===== config.mk =====
export PLATFORM = sky130hd
export DESIGN_NAME = instruction_loader_flat
export DESIGN_NICKNAME = d
export VERILOG_FILES = /design/src/rtl/instruction_loader_pkg.sv /design/src/rtl/instruction_loader_if.sv /design/src/rtl/instruction_loader_byte_assembler.sv /design/src/rtl/instruction_loader.sv /design/src/flat_wrapper.sv
export SDC_FILE = /design/constraint.sdc
export NUM_CORES = 1
export LEC_CHECK = 0
export BUFFER_PORTS_ARGS = -buffer_cell sky130_fd_sc_hd__buf_4
export CORE_MARGIN = 5
export CORE_UTILIZATION = 57
export CTS_BUF_LIST = sky130_fd_sc_hd__clkbuf_4
export DETAILED_ROUTE_END_ITERATION = 8
export GPL_TIMING_DRIVEN = 1
export PLACE_DENSITY = 0.85
export SYNTH_ARGS = -nofsm -noshare
export SYNTH_HDL_FRONTEND = slang
export SYNTH_SLANG_ARGS = --single-unit

===== constraint.sdc =====
create_clock -name clk -period 4.2 [get_ports clk]
set_input_delay 0.21 -clock clk [delete_from_list [all_inputs] [get_ports clk]]
set_output_delay 0.21 -clock clk [all_outputs]
set_load 0.01 [all_outputs]

===== src/rtl/instruction_loader_pkg.sv =====
// Shared types and defaults for the UART-to-instruction-memory loader.
package loader_pkg;

    typedef enum logic [1:0] {
        IDLE  = 2'd0,
        RECV  = 2'd1,
        WRITE = 2'd2,
        DONE  = 2'd3
    } state_e;

    localparam logic [31:0] HALT_WORD_DEFAULT = 32'hFFFF_FFFF;
    localparam int          MEM_DEPTH_DEFAULT = 32;

    function automatic logic is_busy(input state_e s);
        return (s == RECV) || (s == WRITE);
    endfunction

endpackage


===== src/rtl/instruction_loader_if.sv =====
// Loader bus: UART byte input, start/status and the instruction-memory write port.
interface instruction_loader_if #(
    parameter int ADDR_W = 5
) ();

    logic              start;
    logic [7:0]        rx_data;
    logic              rx_valid;
    logic              wr_instruction;
    logic [ADDR_W-1:0] wr_addr;
    logic [31:0]       data_instruction;
    logic              busy;
    logic              load_done;
    logic              overflow;
    logic [ADDR_W:0]   word_count;

    modport master (
        input  start, rx_data, rx_valid,
        output wr_instruction, wr_addr, data_instruction,
        output busy, load_done, overflow, word_count
    );

    modport slave (
        output start, rx_data, rx_valid,
        input  wr_instruction, wr_addr, data_instruction,
        input  busy, load_done, overflow, word_count
    );

endinterface


===== src/rtl/instruction_loader_byte_assembler.sv =====
// Packs four bytes big-endian into a 32-bit word; word_ready flags the completing byte.
module byte_assembler (
    input  logic        clk,
    input  logic        rst,
    input  logic        clear,
    input  logic        byte_valid,
    input  logic [7:0]  byte_in,
    output logic [31:0] word,
    output logic        word_ready
);

    logic [1:0]  cnt_q, cnt_d;
    logic [31:0] word_q, word_d;

    always_comb begin
        cnt_d  = cnt_q;
        word_d = word_q;
        if (clear) begin
            cnt_d = '0;
        end else if (byte_valid) begin
            cnt_d  = cnt_q + 2'd1;
            word_d = {word_q[23:0], byte_in};
        end
    end

    // The shift register is always refilled by four bytes before use, so only the count is reset.
    always_ff @(posedge clk) begin
        if (rst) begin
            cnt_q <= '0;
        end else begin
            cnt_q <= cnt_d;
        end
        word_q <= word_d;
    end

    assign word       = word_q;
    assign word_ready = byte_valid && !clear && (cnt_q == 2'd3);

endmodule


===== src/rtl/instruction_loader.sv =====
// Loads UART bytes as 32-bit words into consecutive instruction-memory addresses until halt or full.
module instruction_loader
    import loader_pkg::*;
#(
    parameter int          MEM_DEPTH = MEM_DEPTH_DEFAULT,
    parameter int          ADDR_W    = 5,
    parameter logic [31:0] HALT_WORD = HALT_WORD_DEFAULT
) (
    input logic                  clk,
    input logic                  rst,
    instruction_loader_if.master bus
);

    localparam logic [ADDR_W-1:0] LAST_ADDR = ADDR_W'(MEM_DEPTH - 1);

    state_e            state_q, state_d;
    logic [ADDR_W-1:0] addr_q, addr_d;
    logic [ADDR_W:0]   word_count_q, word_count_d;
    logic              overflow_q, overflow_d;
    logic              wr_instruction_q, wr_instruction_d;
    logic [ADDR_W-1:0] wr_addr_q, wr_addr_d;
    logic [31:0]       data_instruction_q, data_instruction_d;

    logic [31:0] word;
    logic        word_ready;
    logic        arm;
    logic        is_halt;
    logic        at_last;
    logic        byte_en;

    assign arm     = bus.start && ((state_q == IDLE) || (state_q == DONE));
    assign is_halt = (word == HALT_WORD);
    assign at_last = (addr_q == LAST_ADDR);
    // A byte landing in WRITE starts the next word only if loading continues.
    assign byte_en = bus.rx_valid &&
                     ((state_q == RECV) || ((state_q == WRITE) && !is_halt && !at_last));

    byte_assembler u_byte_assembler (
        .clk        (clk),
        .rst        (rst),
        .clear      (arm),
        .byte_valid (byte_en),
        .byte_in    (bus.rx_data),
        .word       (word),
        .word_ready (word_ready)
    );

    always_comb begin
        state_d            = state_q;
        addr_d             = addr_q;
        word_count_d       = word_count_q;
        overflow_d         = overflow_q;
        wr_instruction_d   = 1'b0;
        wr_addr_d          = wr_addr_q;
        data_instruction_d = data_instruction_q;
        case (state_q)
            IDLE, DONE: begin
                if (bus.start) begin
                    state_d      = RECV;
                    addr_d       = '0;
                    word_count_d = '0;
                    overflow_d   = 1'b0;
                end
            end
            RECV: begin
                if (word_ready) state_d = WRITE;
            end
            WRITE: begin
                wr_instruction_d   = 1'b1;
                wr_addr_d          = addr_q;
                data_instruction_d = word;
                word_count_d       = word_count_q + 1'b1;
                if (!at_last) addr_d = addr_q + 1'b1;
                if (is_halt) begin
                    state_d    = DONE;
                    overflow_d = 1'b0;
                end else if (at_last) begin
                    state_d    = DONE;
                    overflow_d = 1'b1;
                end else begin
                    state_d = RECV;
                end
            end
            default: state_d = IDLE;
        endcase
    end

    always_ff @(posedge clk) begin
        if (rst) begin
            state_q            <= IDLE;
            addr_q             <= '0;
            word_count_q       <= '0;
            overflow_q         <= 1'b0;
            wr_instruction_q   <= 1'b0;
            wr_addr_q          <= '0;
            data_instruction_q <= '0;
        end else begin
            state_q            <= state_d;
            addr_q             <= addr_d;
            word_count_q       <= word_count_d;
            overflow_q         <= overflow_d;
            wr_instruction_q   <= wr_instruction_d;
            wr_addr_q          <= wr_addr_d;
            data_instruction_q <= data_instruction_d;
        end
    end

    assign bus.wr_instruction   = wr_instruction_q;
    assign bus.wr_addr          = wr_addr_q;
    assign bus.data_instruction = data_instruction_q;
    assign bus.busy             = is_busy(state_q);
    assign bus.load_done        = (state_q == DONE);
    assign bus.overflow         = overflow_q;
    assign bus.word_count       = word_count_q;

endmodule


===== src/flat_wrapper.sv =====
// flat-port wrapper written by rule: the top's interface ports become plain ports
module instruction_loader_flat import loader_pkg::*;
#(
    parameter int          MEM_DEPTH = MEM_DEPTH_DEFAULT,
    parameter int          ADDR_W    = 5,
    parameter logic [31:0] HALT_WORD = HALT_WORD_DEFAULT
)
  (clk, rst, bus_start, bus_rx_data, bus_rx_valid, bus_wr_instruction, bus_wr_addr, bus_data_instruction, bus_busy, bus_load_done, bus_overflow, bus_word_count);
  instruction_loader_if #(.ADDR_W(ADDR_W)) bus_i ();
  input logic clk;
  input logic rst;
  input wire logic [$bits(bus_i.start)-1:0] bus_start;
  input wire logic [$bits(bus_i.rx_data)-1:0] bus_rx_data;
  input wire logic [$bits(bus_i.rx_valid)-1:0] bus_rx_valid;
  output wire logic [$bits(bus_i.wr_instruction)-1:0] bus_wr_instruction;
  output wire logic [$bits(bus_i.wr_addr)-1:0] bus_wr_addr;
  output wire logic [$bits(bus_i.data_instruction)-1:0] bus_data_instruction;
  output wire logic [$bits(bus_i.busy)-1:0] bus_busy;
  output wire logic [$bits(bus_i.load_done)-1:0] bus_load_done;
  output wire logic [$bits(bus_i.overflow)-1:0] bus_overflow;
  output wire logic [$bits(bus_i.word_count)-1:0] bus_word_count;
  assign bus_i.start = bus_start;
  assign bus_i.rx_data = bus_rx_data;
  assign bus_i.rx_valid = bus_rx_valid;
  assign bus_wr_instruction = bus_i.wr_instruction;
  assign bus_wr_addr = bus_i.wr_addr;
  assign bus_data_instruction = bus_i.data_instruction;
  assign bus_busy = bus_i.busy;
  assign bus_load_done = bus_i.load_done;
  assign bus_overflow = bus_i.overflow;
  assign bus_word_count = bus_i.word_count;
  instruction_loader #(.MEM_DEPTH(MEM_DEPTH), .ADDR_W(ADDR_W), .HALT_WORD(HALT_WORD)) u_core (.clk(clk), .rst(rst), .bus(bus_i));
endmodule

==> results.sh <==
export IMPL_status="finished clean"
export IMPL_cp_end_kind="flop"
export IMPL_pin_count=59
export IMPL_synth_top_area_share_pct=33.95
export IMPL_finClkSkew_ps=21.08
export IMPL_synth_most_common_cell="dfxtp_1"
export IMPL_yosys_most_used_dff="dfxtp_1"
export IMPL_postLayoutCellArea_um2=3904
export IMPL_core_area_um2=5473
export IMPL_initial_core_util_pct=58.18
export IMPL_gr_total_overflow=0
export IMPL_cp_max_fo=32
export IMPL_synthCells=262
export IMPL_clockRootBuffer="clkbuf_4"
export IMPL_routed_wirelength_mm=6.036
export IMPL_tightest_slew_ps=939.7
export IMPL_grt_pass1_wl_mm=10.27
export IMPL_cts_max_path_buffers=2
export IMPL_io_buffers=58
export IMPL_routedWlPerCell_um=14.87
export IMPL_vias_per_cell=5.291
export IMPL_finalSetupViolCount=0
export IMPL_ys_ff_latch=86
export IMPL_drive_gt1_share_pct=23.95
export IMPL_cts_sinks=86
export IMPL_dp_hpwl_mm=3.919
export IMPL_path_clk_slew_ps=140
export IMPL_antennaDiodeCount=0
export IMPL_rsz0062_at_grt="no"
export IMPL_detail_route_antenna_nets=0
export IMPL_yosysTopAreaCell="dfxtp_1"
export IMPL_synth_async_reset_ratio_pct=0
export IMPL_final_net_count=349
export IMPL_fp_dieH_um=84.74
export IMPL_min_path_type="in -> reg"
export IMPL_setup_tns_ps=0
export IMPL_htree_levels=3
export IMPL_internal_power_mw=1.253
export IMPL_startpoint_type="flop"
export IMPL_fin_crit_sh_pct=60.79
export IMPL_cp_data_arrival_time_ps=2600
export IMPL_max_freq_mhz=391.7
export IMPL_dr_total_vias=2148
export IMPL_synth_area_leaders="dfxtp_1 34%, edfxtp_1 30%, mux2i_1 13%, nor2_1 6.0%, ha_1 3.1%"
export IMPL_crit_required_ps=4240
export IMPL_path_class="reg -> reg"
export IMPL_drt_iter0_drc=129
export IMPL_synth_area_per_cell_um2=12.15
export IMPL_die_x_um=84.74
export IMPL_antenna_found_initial=0
export IMPL_tritoncts="built"
export IMPL_syn_area_um2=3184
export IMPL_cts_buffers=9
export IMPL_drc=0
export IMPL_clock_power_share_pct=26.6
export IMPL_p_per_area_nw_per_um2=446.6
export IMPL_synth_edff_count=32
export IMPL_syn_nets=282
export IMPL_place_congestion=0.8346
export IMPL_max_slew_margin_rel_pct=37.22
export IMPL_drt_first_pass_iters=4
export IMPL_die_area_um2=7181
export IMPL_num_rows=27
export IMPL_synth_cells_most_frequent="54 x dfxtp_1, 51 x nor2_1, 40 x mux2i_1"
export IMPL_cts_setup_buffers=0
export IMPL_postPlaceCellArea_um2=3684
export IMPL_areaGrowthSynthToFinish_pct=22.59
export IMPL_power_frac_seq_pct=56.7
export IMPL_synth_warning_count=0
export IMPL_track_usage_pct=18.03
export IMPL_nFillCells=389
export IMPL_grt_max_degree=50
export IMPL_combPwrFrac_pct=16.7
export IMPL_yosysUniqueCellTypes=31
export IMPL_drv_slew=0
export IMPL_first_global_vias=2136
export IMPL_switching_share_pct=28.15
export IMPL_clk_insertion_delay_late_ps=420
export IMPL_ir_drop_v=0.0002823
export IMPL_max_cap_violations=0
export IMPL_ys_seq_area_share_pct=64.13
export IMPL_power_switching_uw=490.8
export IMPL_timing_final_crit_period_ps=2553
export IMPL_p_leak_nw=1.517
export IMPL_finalHoldViolCount=0
critical path, stage by stage (launching register included):
cell and delay [ps]:
dfxtp_1 380, ha_1 230, and3_1 180, ha_1 230, a211oi_1 200, o21ai_1 190
a21oi_4 760
metal layers:
metal / track usage (%) / vias to the layer above / routed length (µm)
met2: 29.47 / 67 / 2830
met5: 0 / - / 0
met4: 6.475 / 0 / 97
met1: 23.28 / 1010 / 2689
li1: - / 1063 / -
met3: 4.514 / 8 / 419
what timing repair did:
| action | in CTS | in global routing |
|---|---|---|
| resized for setup | 0 | 0 |
| hold buffers | 8 | 0 |
| hold endpoints to repair | 8 | 0 |
sequential cells by signal, summed over array words and instances, names as in the netlist:
register and flops:
u_core.addr_q 5, u_core.bus.overflow 1, u_core.u_byte_assembler.word 32, u_core.bus.wr_addr 5, u_core.bus.wr_instruction 1, u_core.bus.data_instruction 32
u_core.state_q 2, u_core.bus.word_count 6, u_core.u_byte_assembler.cnt_q 2
cells by family after synthesis:
logic type	count (synthesis)	synth area share [%]
flops	86	64.13
simple gates	86	12.57
mux	40	12.57
fa+ha+maj	8	3.144
compound gates	22	4.244
xor+xnor	5	1.375
buf+inv	15	1.964
power groups by stage:
| stage | Clock (mW) | Sequential, mW | Combinational (mW) |
|---|---|---|---|
| 2_1_floorplan | 0 | 1.01 | 0.173 |
| 3_3_place_gp | 0 | 1.00 | 0.276 |
| 3_5_place_dp | 0 | 1.01 | 0.282 |
| 4_1_cts | 0.474 | 0.989 | 0.293 |
| 5_1_grt | 0.511 | 0.998 | 0.322 |
| 6_report | 0.464 | 0.989 | 0.290 |
cell type report:
class / count / area, µm² / share of cell area [%]
Clock buffer: 9 / 67.56 / 1.731
Timing Repair Buffer: 67 / 523.0 / 13.40
Multi-Input combinational cell: 161 / 1094 / 28.01
Clock inverter: 7 / 72.57 / 1.859
Inverter: 4 / 15.01 / 0.3846
Tap cell: 72 / 90.09 / 2.308
Sequential cell: 86 / 2042 / 52.31
metrics by stage:
stage / util (%) / setup WS (ps) / power [mW] / hold slack, ps / std cells
final: 71.33 / 1647 / 1.743 / 210.0 / 406
after detailed placement: 67.31 / 1654 / 1.288 / 389.5 / 382
after floorplan: - / 924.7 / 1.181 / 308.9 / 262
after global routing: 71.33 / 1485 / 1.831 / 213.2 / 406
after CTS: 71.33 / 1625 / 1.755 / 189.4 / 406
after global placement: 67.31 / 1735 / 1.280 / 388.6 / 382
layout by cell type (no fill, tap or decap), types with 8 or more instances in the layout:
master,synthesis,routed
nor2_1,51,51
clkbuf_4,0,9
nand4_1,10,10
edfxtp_1,32,32
dfxtp_1,54,54
dlygate4sd3_1,0,8
buf_4,0,59
a21oi_1,12,11
mux2i_1,40,40
nand2_1,10,10
path summary, 6_finish.rpt:
kind	from	slack [ps]	cells past startpoint	end
hold / removal	bus_start	210	3	u_core.addr_q[3]$_SDFFE_PP0P_
hold reg to reg	u_core.u_byte_assembler.word[0]$_DFFE_PP_	470	0	u_core.u_byte_assembler.word[8]$_DFFE_PP_
setup / recovery	u_core.addr_q[0]$_SDFFE_PP0P_	1650	6	u_core.u_byte_assembler.word[10]$_DFFE_PP_
setup reg to reg	u_core.addr_q[0]$_SDFFE_PP0P_	1650	6	u_core.u_byte_assembler.word[10]$_DFFE_PP_
Note: power is estimated with default switching activity, not from simulation.
